<file path="config.mk">
export PLATFORM = sky130hd
export DESIGN_NAME = sweep_sequencer_flat
export DESIGN_NICKNAME = d
export VERILOG_FILES = /design/src/rtl/sweep_if.sv /design/src/rtl/sweep_sequencer.sv /design/src/flat_wrapper.sv
export SDC_FILE = /design/constraint.sdc
export NUM_CORES = 1
export LEC_CHECK = 0
export ABC_CLOCK_PERIOD_IN_PS = 3320
export BUFFER_PORTS_ARGS = -buffer_cell sky130_fd_sc_hd__buf_2
export CORE_MARGIN = 8
export CORE_UTILIZATION = 40
export DETAILED_ROUTE_END_ITERATION = 12
export GPL_ROUTABILITY_DRIVEN = 1
export GPL_TIMING_DRIVEN = 0
export PLACE_DENSITY_LB_ADDON = 0.1
export SYNTH_ARGS = -nofsm -noshare
export SYNTH_HDL_FRONTEND = slang
export SYNTH_SLANG_ARGS = --single-unit
</file>
<file path="constraint.sdc">
create_clock -name i_clk -period 3.32 [get_ports i_clk]
set_input_delay 0.498 -clock i_clk [delete_from_list [all_inputs] [get_ports i_clk]]
set_output_delay 0.498 -clock i_clk [all_outputs]
set_load 0.01 [all_outputs]
</file>
<file path="src/rtl/sweep_if.sv">
// Command/status bundle between a sweep job source and sweep_sequencer,
// plus the control/feedback lines of the up/down counter datapath.
//   master: job source (command, pause/abort) and counter (cnt_q) side
//   slave : sweep_sequencer
//   cmd_valid/cmd_ready/cmd_lo/cmd_hi/cmd_sweeps : job request handshake
//   pause/abort                                  : run control
//   cnt_q -> cnt_clr/cnt_en/cnt_mode             : counter datapath
//   busy/dir/half_cnt/done/err                   : job status
interface sweep_if #(
    parameter int W       = 8,
    parameter int SWEEP_W = 8
);
    logic               cmd_valid;
    logic               cmd_ready;
    logic [W-1:0]       cmd_lo;
    logic [W-1:0]       cmd_hi;
    logic [SWEEP_W-1:0] cmd_sweeps;
    logic               pause;
    logic               abort;
    logic [W-1:0]       cnt_q;
    logic               cnt_clr;
    logic               cnt_en;
    logic               cnt_mode;
    logic               busy;
    logic               dir;
    logic [SWEEP_W-1:0] half_cnt;
    logic               done;
    logic               err;

    modport master (
        output cmd_valid, cmd_lo, cmd_hi, cmd_sweeps, pause, abort, cnt_q,
        input  cmd_ready, cnt_clr, cnt_en, cnt_mode, busy, dir, half_cnt, done, err
    );

    modport slave (
        input  cmd_valid, cmd_lo, cmd_hi, cmd_sweeps, pause, abort, cnt_q,
        output cmd_ready, cnt_clr, cnt_en, cnt_mode, busy, dir, half_cnt, done, err
    );
endinterface

</file>
<file path="src/rtl/sweep_sequencer.sv">
// Sweep sequencer: drives an enable-gated up/down counter through
// clear -> seek to lo -> lo..hi..lo half-sweeps, with pause and abort.
// Ports:
//   i_clk : clock, rising edge
//   i_rst : asynchronous active-high reset
//   bus   : sweep_if.slave (command, run control, counter control, status)
//
// state  | meaning
// -------+-----------------------------------------------------------
// IDLE   | waiting for a command; cmd_ready high
// CLEAR  | one cycle clearing the counter to 0
// SEEK   | stepping up from 0 until the counter reaches lo
// UP     | stepping up toward hi; dwell one cycle at hi, then turn
// DOWN   | stepping down toward lo; dwell one cycle at lo, then turn
// DONE   | one-cycle done pulse, counter left at the final endpoint
module sweep_sequencer #(
    parameter int W       = 8,
    parameter int MAX_VAL = 29,
    parameter int SWEEP_W = 8
) (
    input  logic i_clk,
    input  logic i_rst,
    sweep_if.slave bus
);
    typedef enum logic [2:0] {
        S_IDLE, S_CLEAR, S_SEEK, S_UP, S_DOWN, S_DONE
    } state_t;

    localparam logic [W-1:0] LP_MAX = W'(MAX_VAL);

    state_t             r_state;
    logic [W-1:0]       r_lo;
    logic [W-1:0]       r_hi;
    logic [SWEEP_W-1:0] r_sweeps;
    logic [SWEEP_W-1:0] r_half_cnt;
    logic               r_dir;
    logic               r_done;
    logic               r_err;

    state_t             w_state_nxt;
    logic               w_dir_nxt;
    logic               w_clr;
    logic               w_en;
    logic               w_mode;
    logic               w_accept;
    logic               w_reject;
    logic               w_turn;
    logic               w_cmd_bad;
    logic [SWEEP_W-1:0] w_half_inc;

    always_comb begin
        w_state_nxt = r_state;
        w_dir_nxt   = r_dir;
        w_clr       = 1'b0;
        w_en        = 1'b0;
        w_mode      = 1'b0;
        w_accept    = 1'b0;
        w_reject    = 1'b0;
        w_turn      = 1'b0;
        w_half_inc  = r_half_cnt + SWEEP_W'(1);
        w_cmd_bad   = (bus.cmd_lo >= bus.cmd_hi) || (bus.cmd_hi > LP_MAX) ||
                      (bus.cmd_sweeps == '0);

        // Abort outranks pause and turnaround; the clear leaves the counter at 0.
        if (r_state != S_IDLE && bus.abort) begin
            w_clr       = 1'b1;
            w_state_nxt = S_IDLE;
        end else begin
            case (r_state)
                S_IDLE: begin
                    if (bus.cmd_valid) begin
                        if (w_cmd_bad) begin
                            w_reject = 1'b1;
                        end else begin
                            w_accept    = 1'b1;
                            w_dir_nxt   = 1'b0;
                            w_state_nxt = S_CLEAR;
                        end
                    end
                end
                S_CLEAR: begin
                    w_clr       = 1'b1;
                    w_state_nxt = S_SEEK;
                end
                S_SEEK: begin
                    if (!bus.pause) begin
                        if (bus.cnt_q != r_lo) begin
                            w_en = 1'b1;
                        end else begin
                            w_dir_nxt   = 1'b0;
                            w_state_nxt = S_UP;
                        end
                    end
                end
                S_UP: begin
                    if (!bus.pause) begin
                        if (bus.cnt_q != r_hi) begin
                            w_en = 1'b1;
                        end else begin
                            // Endpoint reached: this cycle is the dwell, no step.
                            w_turn = 1'b1;
                            if (w_half_inc == r_sweeps) begin
                                w_state_nxt = S_DONE;
                            end else begin
                                w_dir_nxt   = 1'b1;
                                w_state_nxt = S_DOWN;
                            end
                        end
                    end
                end
                S_DOWN: begin
                    if (!bus.pause) begin
                        if (bus.cnt_q != r_lo) begin
                            w_en   = 1'b1;
                            w_mode = 1'b1;
                        end else begin
                            w_turn = 1'b1;
                            if (w_half_inc == r_sweeps) begin
                                w_state_nxt = S_DONE;
                            end else begin
                                w_dir_nxt   = 1'b0;
                                w_state_nxt = S_UP;
                            end
                        end
                    end
                end
                S_DONE: begin
                    w_state_nxt = S_IDLE;
                end
                default: begin
                    w_state_nxt = S_IDLE;
                end
            endcase
        end
    end

    always_ff @(posedge i_clk or posedge i_rst) begin
        if (i_rst) begin
            r_state    <= S_IDLE;
            r_lo       <= '0;
            r_hi       <= '0;
            r_sweeps   <= '0;
            r_half_cnt <= '0;
            r_dir      <= 1'b0;
            r_done     <= 1'b0;
            r_err      <= 1'b0;
        end else begin
            r_state <= w_state_nxt;
            r_dir   <= w_dir_nxt;
            r_done  <= (w_state_nxt == S_DONE);
            r_err   <= w_reject;
            if (w_accept) begin
                r_lo       <= bus.cmd_lo;
                r_hi       <= bus.cmd_hi;
                r_sweeps   <= bus.cmd_sweeps;
                r_half_cnt <= '0;
            end else if (w_turn) begin
                r_half_cnt <= w_half_inc;
            end
        end
    end

    assign bus.cnt_clr   = w_clr;
    assign bus.cnt_en    = w_en;
    assign bus.cnt_mode  = w_mode;
    assign bus.cmd_ready = (r_state == S_IDLE);
    assign bus.busy      = (r_state != S_IDLE);
    assign bus.dir       = r_dir;
    assign bus.half_cnt  = r_half_cnt;
    assign bus.done      = r_done;
    assign bus.err       = r_err;
endmodule

</file>
<file path="src/flat_wrapper.sv">
// flat-port wrapper written by rule: the top's interface ports become plain ports
module sweep_sequencer_flat 
#(
    parameter int W       = 8,
    parameter int MAX_VAL = 29,
    parameter int SWEEP_W = 8
)
  (i_clk, i_rst, bus_cmd_valid, bus_cmd_lo, bus_cmd_hi, bus_cmd_sweeps, bus_pause, bus_abort, bus_cnt_q, bus_cmd_ready, bus_cnt_clr, bus_cnt_en, bus_cnt_mode, bus_busy, bus_dir, bus_half_cnt, bus_done, bus_err);
  sweep_if #(.W(W), .SWEEP_W(SWEEP_W)) bus_i ();
  input  logic i_clk;
  input  logic i_rst;
  input wire logic [$bits(bus_i.cmd_valid)-1:0] bus_cmd_valid;
  input wire logic [$bits(bus_i.cmd_lo)-1:0] bus_cmd_lo;
  input wire logic [$bits(bus_i.cmd_hi)-1:0] bus_cmd_hi;
  input wire logic [$bits(bus_i.cmd_sweeps)-1:0] bus_cmd_sweeps;
  input wire logic [$bits(bus_i.pause)-1:0] bus_pause;
  input wire logic [$bits(bus_i.abort)-1:0] bus_abort;
  input wire logic [$bits(bus_i.cnt_q)-1:0] bus_cnt_q;
  output wire logic [$bits(bus_i.cmd_ready)-1:0] bus_cmd_ready;
  output wire logic [$bits(bus_i.cnt_clr)-1:0] bus_cnt_clr;
  output wire logic [$bits(bus_i.cnt_en)-1:0] bus_cnt_en;
  output wire logic [$bits(bus_i.cnt_mode)-1:0] bus_cnt_mode;
  output wire logic [$bits(bus_i.busy)-1:0] bus_busy;
  output wire logic [$bits(bus_i.dir)-1:0] bus_dir;
  output wire logic [$bits(bus_i.half_cnt)-1:0] bus_half_cnt;
  output wire logic [$bits(bus_i.done)-1:0] bus_done;
  output wire logic [$bits(bus_i.err)-1:0] bus_err;
  assign bus_i.cmd_valid = bus_cmd_valid;
  assign bus_i.cmd_lo = bus_cmd_lo;
  assign bus_i.cmd_hi = bus_cmd_hi;
  assign bus_i.cmd_sweeps = bus_cmd_sweeps;
  assign bus_i.pause = bus_pause;
  assign bus_i.abort = bus_abort;
  assign bus_i.cnt_q = bus_cnt_q;
  assign bus_cmd_ready = bus_i.cmd_ready;
  assign bus_cnt_clr = bus_i.cnt_clr;
  assign bus_cnt_en = bus_i.cnt_en;
  assign bus_cnt_mode = bus_i.cnt_mode;
  assign bus_busy = bus_i.busy;
  assign bus_dir = bus_i.dir;
  assign bus_half_cnt = bus_i.half_cnt;
  assign bus_done = bus_i.done;
  assign bus_err = bus_i.err;
  sweep_sequencer #(.W(W), .MAX_VAL(MAX_VAL), .SWEEP_W(SWEEP_W)) u_core (.i_clk(i_clk), .i_rst(i_rst), .bus(bus_i));
endmodule
</file>
Word-level counts from Yosys, hierarchy flattened
Cells that the tools add are included.
- output and inout bits: 16
- register bits after elaboration: 38
- bits of input ports: 37
- add/subtract/negate cells: 1
- equal/unequal tests: 18
- reductions and logical operators: 10
- bitwise logic cells: 1
- multiplexer cells: 49
- magnitude comparators: 2
- operators by type and width (kind ; number):
    2-to-1 mux 1 bit ; 33
    2-to-1 mux 3 bit ; 10
    != test 2 bit (second input constant) ; 10
    2-to-1 mux 8 bit ; 2
    != test 8 bit ; 2
    case mux 3 bit (5 select lines) ; 1
    AND reduction 12 bit ; 1
    adder 8 x 1 -> 8 bit (second input constant) ; 1
    == test 8 bit ; 1
    greater-or-equal comparator 8 bit ; 1
    > comparator 8 x 5 -> 1 bit (second input constant) ; 1
    zero test 8 bit ; 1
    == test 3 x 2 -> 1 bit (second input constant) ; 2
    == test 3 bit (second input constant) ; 2
    case mux 1 bit (2 select lines) ; 2
    case mux 1 bit (4 select lines) ; 1
    nonzero test 4 bit ; 1
    == test 3 x 1 -> 1 bit (second input constant) ; 1
    zero test 3 bit ; 1
    nonzero test 3 bit ; 1
    logical OR 1 bit ; 2
    nonzero test 2 bit ; 1
    OR reduction 2 bit ; 1
    logical AND 1 bit ; 1
    inverter 1 bit ; 1

Depth between registers and ports, before layout
Gate-level depths: netlist (run 1).
- word-level depth: 8
- depth in mapped cells: 10
- depth with buffers taken out: 8

Least setup slack after synthesis (run 1)
Ideal clock, no wire load.
- path type: input to register
- start: input bus_cmd_hi[5]
- end: register u_core.r_hi[0]
- setup time: 0.128 ns
- setup slack: 1.035 ns
- data arrival time: 2.158 ns
- stages on the path: 9
- path buffers: 2
- path through: inv_1 -> ha_1 -> a21oi_1 -> o22ai_1 -> a21oi_1 -> and4b_1 -> buf_2 -> buf_2 -> mux2_1
- longest elaborated chain between the ends: 7
- elaborated cells on any way between the ends: 8
- classes of those cells: order compare: 2; mux: 4; reduce/logical: 2
- RTL lines (what ; RTL line ; source):
    from (decl) ; flat_wrapper.sv:14 ; input wire logic [$bits(bus_i.cmd_hi)-1:0] bus_cmd_hi;
    greater-or-equal comparator 8 bit or > comparator 8 x 5 -> 1 bit (tied branches) ; sweep_sequencer.sv:61 ; w_cmd_bad = (bus.cmd_lo >= bus.cmd_hi) || (bus.cmd_hi > LP_MAX) ||
    logical OR 1 bit * (2 in series) ; sweep_sequencer.sv:61 ;
    2-to-1 mux 1 bit * ; sweep_sequencer.sv:72 ; if (w_cmd_bad) begin
    2-to-1 mux 1 bit * ; sweep_sequencer.sv:71 ; if (bus.cmd_valid) begin
    2-to-1 mux 1 bit * ; sweep_sequencer.sv:69 ; case (r_state)
    2-to-1 mux 1 bit * ; sweep_sequencer.sv:65 ; if (r_state != S_IDLE && bus.abort) begin
    to (signal assigned) ; sweep_sequencer.sv:154 ; r_hi <= bus.cmd_hi;
    to (decl) ; sweep_sequencer.sv:33 ; logic [W-1:0] r_hi;
Every way passes the cells marked *; elsewhere a longest branch is shown, timed or not.
A chain may end at the register's enable or synchronous reset.

Worst setup path after layout (run 1)
Ends and elaborated chain as after synthesis.

==> summary.md, run 1 <==
| Metric | Value |
|---|---|
| Status | `finished clean` |
| CTS tree | `done` |
| Placed Area | `0.002713 sq mm` |
| Req. time, crit path | `3.50 ns` |
| First-pass iteration count of the detailed router | `4` |
| Detail Route met3 WL | `229 um` |
| FP Rows | `28` |
| CP max-delay cell | `mux2_1` |
| First DRT Iteration DRCs | `63` |
| Fin crit share | `0.7262` |
| Final Instance Area | `0.002850 sq mm` |
| Hold buffer count at cts | `0` |
| Global-route wire length before repair | `9.308 mm` |
| Io pins | `53` |
| Initial core utilization | `0.4056` |
| Cell area after synthesis | `0.002359 sq mm` |
| Clock skew | `0.008908 ns` |
| Vias in the first global route | `1935` |
| Die W | `approximately 93 um` |
| IO buf count | `52` |
| Worst EP arrival | `2.59 ns` |
| Synth warnings | `0` |
| Post-Syn Instances | `235` |
| Async S/R FF share, synth | `1.000` |
| HP Class | `in -> async` |
| Tmin final | `roughly 2.4 ns` |
| Pwr Density | `between 400 and 500 mW/mm^2` |
| Leak | `1.326 nW` |
| Post-synth EDFFs | `0` |
| Die ar. | `0.008609 sq mm` |
| Worst-Skew Late Latency | `0.30 ns` |
| Final Power | `1.400 mW` |
| GP Congestion | `just over 0.8` |
| Remaining global-route overflow | `0` |
| Worst path max stage delay | `0.34 ns` |
| Clock slew at reported path FFs | `0.09 ns` |
| Synthesized flop and latch total | `38` |
| Drc violations | `0` |
| Max_slew headroom | `0.4512` |
| Post-CTS sizing | `0` |
| Worst Slack Setup Final | `0.9089 ns` |
| Crit-path cells | `buf_2 -> inv_1 -> ha_1 -> a21oi_1 -> o22ai_1 -> a21oi_1 -> and4b_1 -> buf_2 -> buf_2 -> mux2_1` |
| DR vias | `1888` |
| Final HPWL DP | `4.523 mm` |
| Cell repeated most along the worst path | `buf_2` |
| Mean area per synthesized cell | `~10 sq um` |
| Root buf cell | `clkbuf_8` |
| N_diodes | `0` |
| Setup crit start kind | `input port` |
| Worst VDD drop | `0.2397 mV` |
| Largest net degree at the start of global routing | `39` |
| Metal2 WL | `around 2.7 mm` |
| Avg Vias per Cell | `5.103` |
| Final hold viol count | `0` |
| Crit Path Max Fanout | `10` |
| Maximum root-to-sink buffer count | `2` |
| Layout Cells excl Fill | `370` |
| Placeable Area | `slightly below 0.006 sq mm` |
| Post-Syn Nets | `roughly 280` |
| RSZ-0062 raised after global routing | `no` |
| Main synth FF type | `dfrtp_1` |
| Util after Layout | `0.4901` |
| Top sig layer | `met4` |
| Max-Cap Viols | `0` |
| Routed WL | `5.680 mm` |
| Critical path type | `in -> reg` |
| Synth-to-Final Area Change | `20.85%` |
| NumNets Final | `between 300 and 400` |
| Dpl ws | `approximately 0.58 ns` |
| Number of sinks on the clock net | `38` |
| Wire per inst | `15.35 um` |
| Worst hold margin | `0.3521 ns` |
| Max Fclk | `414.7 MHz` |
| Sequential area share after synthesis | `0.4032` |
| Chip height | `roughly 93 um` |
| GRT Total Usage | `0.1368` |
| Number of H-tree levels | `2` |
| Setup Buffers After CTS | `0` |
| ANT nets after route | `0` |
| Final setup fails | `0` |
| Netlist cell types | `46` |
| Placed Cells | `roughly 360` |
| Fillers | `a little under 600` |
| Worst slew pin tran | `0.8221 ns` |
| Layout cells sized above 1 | `0.3220` |
| Met1 wire length | `~2.7 mm` |
| Antenna violations before repair | `0` |
| Final setup TNS | `0 ns` |
| Final Max Slew Viols | `0` |
| Critical Path End Type | `register` |
| Num CTS Buffers | `5` |
==> worst paths after layout <==
kind                                         from                      to  slack [ns]  depth (start not counted)
max in group asynchronous                   i_rst          u_core.r_hi[1]        2.44                          2
setup / recovery                    bus_cmd_hi[5]          u_core.r_hi[0]        0.91                         10
hold reg to reg                    u_core.bus.dir          u_core.bus.dir        0.52                          1
setup reg to reg           u_core.bus.half_cnt[0]          u_core.bus.dir        1.00                          7
hold / removal                              i_rst  u_core.bus.half_cnt[2]        0.35                          2
min in group i_clk              bus_cmd_sweeps[7]      u_core.r_sweeps[7]        0.45                          2
==> report_power, final <==
part | switching (mW) | total, mW | internal (mW)
sequential | 0.0658 | 0.611 | 0.545
combinational | 0.137 | 0.306 | 0.169
clock | 0.181 | 0.482 | 0.301
total | 0.384 | 1.40 | 1.02
==> cells in the final DEF, fill, tap and decap left out, types with 2 or more instances in the layout <==
cell,netlist,routed
buf_2,5,57
nand3_1,5,5
xor2_1,2,2
bufinv_16,0,2
nor2_1,18,18
and4_1,4,4
a211oi_1,6,6
ha_1,9,9
or4_1,2,2
o22ai_1,2,2
and3_1,2,2
clkbuf_8,0,5
nand2_1,10,10
inv_1,15,14
nand4_1,7,7
mux2_1,2,2
mux2_2,22,22
o21ai_0,5,5
and2_1,6,6
a21oi_1,10,10
mux2i_1,2,2
dfrtp_1,38,38
xnor2_1,28,28
a31oi_1,4,4
nor3_1,8,8
==> Yosys cell counts, types with 2 or more instances <==
cell      instances  area, sq um
dfrtp_1          38        950.9
xnor2_1          28        245.2
mux2_2           22        247.7
nor2_1           18        67.56
inv_1            15        56.30
a21oi_1          10        50.05
nand2_1          10        37.54
ha_1              9        112.6
nor3_1            8        40.04
nand4_1           7        43.79
a211oi_1          6        45.04
and2_1            6        37.54
buf_2             5        25.02
nand3_1           5        25.02
o21ai_0           5        25.02
a31oi_1           4        25.02
and4_1            4        35.03
and3_1            2        12.51
mux2_1            2        22.52
mux2i_1           2        20.02
o22ai_1           2        12.51
or4_1             2        15.01
xor2_1            2        17.52
==> cells by family (layout without fill, tap and decap cells) <==
kind of cell | after synthesis | count (layout) | synth area share
and+or+nand+nor | 73 | 73 | 0.1692
AOI/OAI and AO/OA | 36 | 36 | 0.1013
DFF | 38 | 38 | 0.4032
adders and majority gates | 9 | 9 | 0.04775
buffers and inverters | 23 | 83 | 0.04403
muxes | 26 | 26 | 0.1231
xor gates and xnor gates | 30 | 30 | 0.1114
==> sequential cells by signal, summed over array words and instances, names as in the netlist <==
name / cells
u_core.bus.done: 1
u_core.bus.err: 1
u_core.r_hi: 8
u_core.bus.half_cnt: 8
u_core.r_lo: 8
u_core.r_state: 3
u_core.bus.dir: 1
u_core.r_sweeps: 8
==> worst max-delay path, delay by kind of cell <==
| family | cells | cell delay (ns) |
|---|---|---|
| AND/OR/NAND/NOR | 1 | 0.27 |
| multiplexers | 1 | 0.34 |
| AO/OA/AOI/OAI | 3 | 0.50 |
| adder cells (fa/ha/maj) | 1 | 0.29 |
| buffers and inverters | 4 | 0.68 |
==> area by class of cell <==
| type | count | area, sq um | area share |
|---|---|---|---|
| Buffer | 8 | 47.55 | 0.01668 |
| Inverter | 15 | 56.30 | 0.01975 |
| Timing Repair Buffer | 52 | 260.3 | 0.09131 |
| Multi-Input combinational cell | 174 | 1304 | 0.4574 |
| Sequential cell | 38 | 950.9 | 0.3336 |
| Tap cell | 75 | 93.84 | 0.03292 |
| Clock buffer | 5 | 68.82 | 0.02414 |
| Clock inverter | 3 | 68.82 | 0.02414 |
==> per-layer routing <==
| layer | track usage | vias up |
|---|---|---|
| met5 | 0 | - |
| met4 | 0.03624 | 0 |
| met3 | 0.03560 | 6 |
| met2 | 0.2201 | 31 |
| met1 | 0.1769 | 895 |
| li1 | - | 956 |
Power figures use the tool's default switching activity.
==> run 2: changes to the inputs <==
--- a/config.mk
+++ b/config.mk
@@ -5,7 +5,7 @@
 export SDC_FILE = /design/constraint.sdc
 export NUM_CORES = 1
 export LEC_CHECK = 0
-export ABC_CLOCK_PERIOD_IN_PS = 3320
+export ABC_CLOCK_PERIOD_IN_PS = 2300
 export BUFFER_PORTS_ARGS = -buffer_cell sky130_fd_sc_hd__buf_2
 export CORE_MARGIN = 8
 export CORE_UTILIZATION = 40
==> constraint.sdc (replaced) <==
create_clock -name i_clk -period 2.3 [get_ports i_clk]
set_input_delay 0.345 -clock i_clk [delete_from_list [all_inputs] [get_ports i_clk]]
set_output_delay 0.345 -clock i_clk [all_outputs]
set_load 0.01 [all_outputs]
==> run 2 against run 1 <==
  * Power is 46% higher
  * Combinational power increased by 50%
  * First-iteration DRC count increased by 48%
  * Utilization grew 1.0 points
  * Hold slack lost 0.16 ns
  * Non-clock buffer count rose by 2
  * Sequential share of layout area down 0.63 points
  * Flip-flop and latch count unchanged
  * Cell count rose by 0.54%
  * Die area unchanged
  * Critical endpoint is now u_core.bus.half_cnt[6]
  * Highest routed layer unchanged
==> summary.md, run 2 (synthesis results as in run 1) <==
| Metric | Value |
|---|---|
| Vias in the first global route | `1932 (-0.16%)` |
| Final HPWL DP | `4.523 mm (unchanged)` |
| Root buf cell | `clkbuf_8` |
| Synth-to-Final Area Change | `23.34%` |
| CTS tree | `done` |
| Routed WL | `5.713 mm (+0.58%)` |
| Antenna violations before repair | `0 (unchanged)` |
| Max_slew headroom | `0.4524 (+0.001258)` |
| Fillers | `587 (-1.0%)` |
| Internal | `1.473 mW (+45%)` |
| Final Power | `2.037 mW (+46%)` |
| Crit Path Max Fanout | `10 (unchanged)` |
| Max Fclk | `457.6 MHz` |
| Io pins | `53 (unchanged)` |
| Final setup TNS | `0 ns (unchanged)` |
| Die W | `92.79 um (unchanged)` |
| Drc violations | `0 (unchanged)` |
| Most frequent cells in the layout | `buf_2 (56), dfrtp_1 (37), xnor2_1 (28)` |
| Final setup fails | `0 (unchanged)` |
| Tmin final | `2.185 ns` |
| Remaining global-route overflow | `0 (unchanged)` |
| Clock slew at reported path FFs | `0.09 ns (about the same)` |
| Status | `finished clean` |
| Placeable Area | `0.005816 sq mm (unchanged)` |
| Clock skew | `0.01182 ns (+0.002912 ns)` |
| Logic pwr share | `0.226 (+0.007)` |
| Worst VDD drop | `0.3452 mV (+44%)` |
| Pwr Density | `700.3 mW/mm^2 (+43%)` |
| Final hold viol count | `0 (unchanged)` |
| Req. time, crit path | `2.49 ns (-1.01 ns)` |
| IO buf count | `52 (unchanged)` |
| Number of sinks on the clock net | `38 (unchanged)` |
| Fin crit share | `0.9500` |
| Critical path type | `reg -> reg` |
| Leak | `1.339 nW (+1.0%)` |
| Global-route wire length before repair | `9.294 mm (-0.15%)` |
| Worst slew pin tran | `0.8202 ns (-0.001885 ns)` |
| Sw power | `0.5644 mW (+47%)` |
| Initial core utilization | `0.4056 (unchanged)` |
| Max-Cap Viols | `0 (unchanged)` |
| GP Congestion | `0.8256 (unchanged)` |
| Setup crit start kind | `register` |
| Most common cell after layout, fill and taps aside | `buf_2` |
| First DRT Iteration DRCs | `93 (+48%)` |
| First-pass iteration count of the detailed router | `4 (unchanged)` |
| Flop pwr share | `0.433 (-0.004)` |
| FP Rows | `28 (unchanged)` |
| Largest net degree at the start of global routing | `39 (unchanged)` |
| Number of H-tree levels | `2 (unchanged)` |
| Final Max Slew Viols | `0 (unchanged)` |
| ANT nets after route | `0 (unchanged)` |
| Num CTS Buffers | `5 (unchanged)` |
| Wire per inst | `15.36 um (about the same)` |
| Maximum root-to-sink buffer count | `2 (unchanged)` |
| Die ar. | `0.008609 sq mm (unchanged)` |
| Util after Layout | `0.5002 (+0.01011)` |
| Layout cells sized above 1 | `0.3569 (+0.03487)` |
| Worst EP arrival | `2.37 ns (-0.22 ns)` |
| HP Class | `in -> async` |
| Critical Path End Type | `register` |
| NumNets Final | `342 (+0.59%)` |
| Hold buffer count at cts | `0 (unchanged)` |
| Avg Vias per Cell | `5.102 (about the same)` |
| Chip height | `92.79 um (unchanged)` |
| N_diodes | `0 (unchanged)` |
| Worst-Skew Late Latency | `0.30 ns (about the same)` |
| GRT Total Usage | `0.1366 (-0.0001698)` |
| RSZ-0062 raised after global routing | `no` |
| Clock share of power | `0.341 (-0.004)` |
| DR vias | `1898 (+0.53%)` |
| Sw frac | `0.2770 (+0.002723)` |
[run 2: cell types whose count changed in the layout (fill, tap and decap cells not counted), moves of 2 or more]
cell	previous run	this run
buf_4	1	3
a21oi_2	0	2
nor3_2	0	3
a21oi_1	10	8
nor3_1	8	5
[run 2: through the flow]
stage / setup slack, ns / hold WS, ns / std cells / cell area (sq um)
3_3_place_gp: -0.2778 / 0.4927 / 362 / 2713
2_1_floorplan: 0.1636 / 0.4749 / 235 / 2359
3_5_place_dp: -0.2854 / 0.4937 / 362 / 2713
4_1_cts: 0.008116 / 0.2309 / 370 / 2858
5_1_grt: 0.02213 / 0.2780 / 372 / 2909
6_report: 0.1149 / 0.1957 / 372 / 2909
[run 2: critical path, cell delays in order, from the launching register on]
cell     delay, ns
dfrtp_1       0.36
buf_2         0.18
or2_4         0.28
or4_4         0.51
buf_6         0.15
a21oi_4       0.16
nand4_1       0.12
mux2_1        0.32
[run 2: metal layers]
layer,share of wire,global-route usage,vias to the layer above
met5,0,0,-
met4,0.010,0.03624,0
met3,0.040,0.03560,6
met2,0.47,0.2195,29
met1,0.48,0.1769,904
li1,-,-,959
[run 2: repair_timing]
item	4_1_cts	5_1_grt
pin swaps	0	1
buffers inserted	0	2
resized for setup	2	9
endpoints found under the setup margin	1	6
[run 2: layout make-up]
cell class / instances / area (sq um) / share of cell area
Buffer: 8 / 50.05 / 0.01720
Clock buffer: 5 / 68.82 / 0.02366
Clock inverter: 3 / 68.82 / 0.02366
Inverter: 15 / 56.30 / 0.01935
Multi-Input combinational cell: 174 / 1344 / 0.4619
Sequential cell: 38 / 952.2 / 0.3273
Tap cell: 75 / 93.84 / 0.03226
Timing Repair Buffer: 54 / 275.3 / 0.09462
[run 2: path summary, 6_finish.rpt]
path                                    from                      to  slack [ns]  cells after the start
setup / recovery           u_core.r_state[2]  u_core.bus.half_cnt[6]        0.11                      7
hold / removal                         i_rst  u_core.bus.half_cnt[2]        0.20                      2
setup reg to reg           u_core.r_state[2]  u_core.bus.half_cnt[6]        0.11                      7
hold reg to reg               u_core.r_hi[5]          u_core.r_hi[5]        0.52                      1
max in group asynchronous              i_rst  u_core.bus.half_cnt[0]        1.55                      2
min in group i_clk         bus_cmd_sweeps[7]      u_core.r_sweeps[7]        0.29                      2
[run 2: power by group through the flow]
stage | Sequential, mW | Combinational (mW) | Clock [mW]
final | 0.882 | 0.460 | 0.695
after floorplan | 0.870 | 0.330 | 0
after global routing | 0.899 | 0.518 | 0.737
after detailed placement | 0.898 | 0.446 | 0
after CTS | 0.884 | 0.454 | 0.715
after global placement | 0.893 | 0.435 | 0
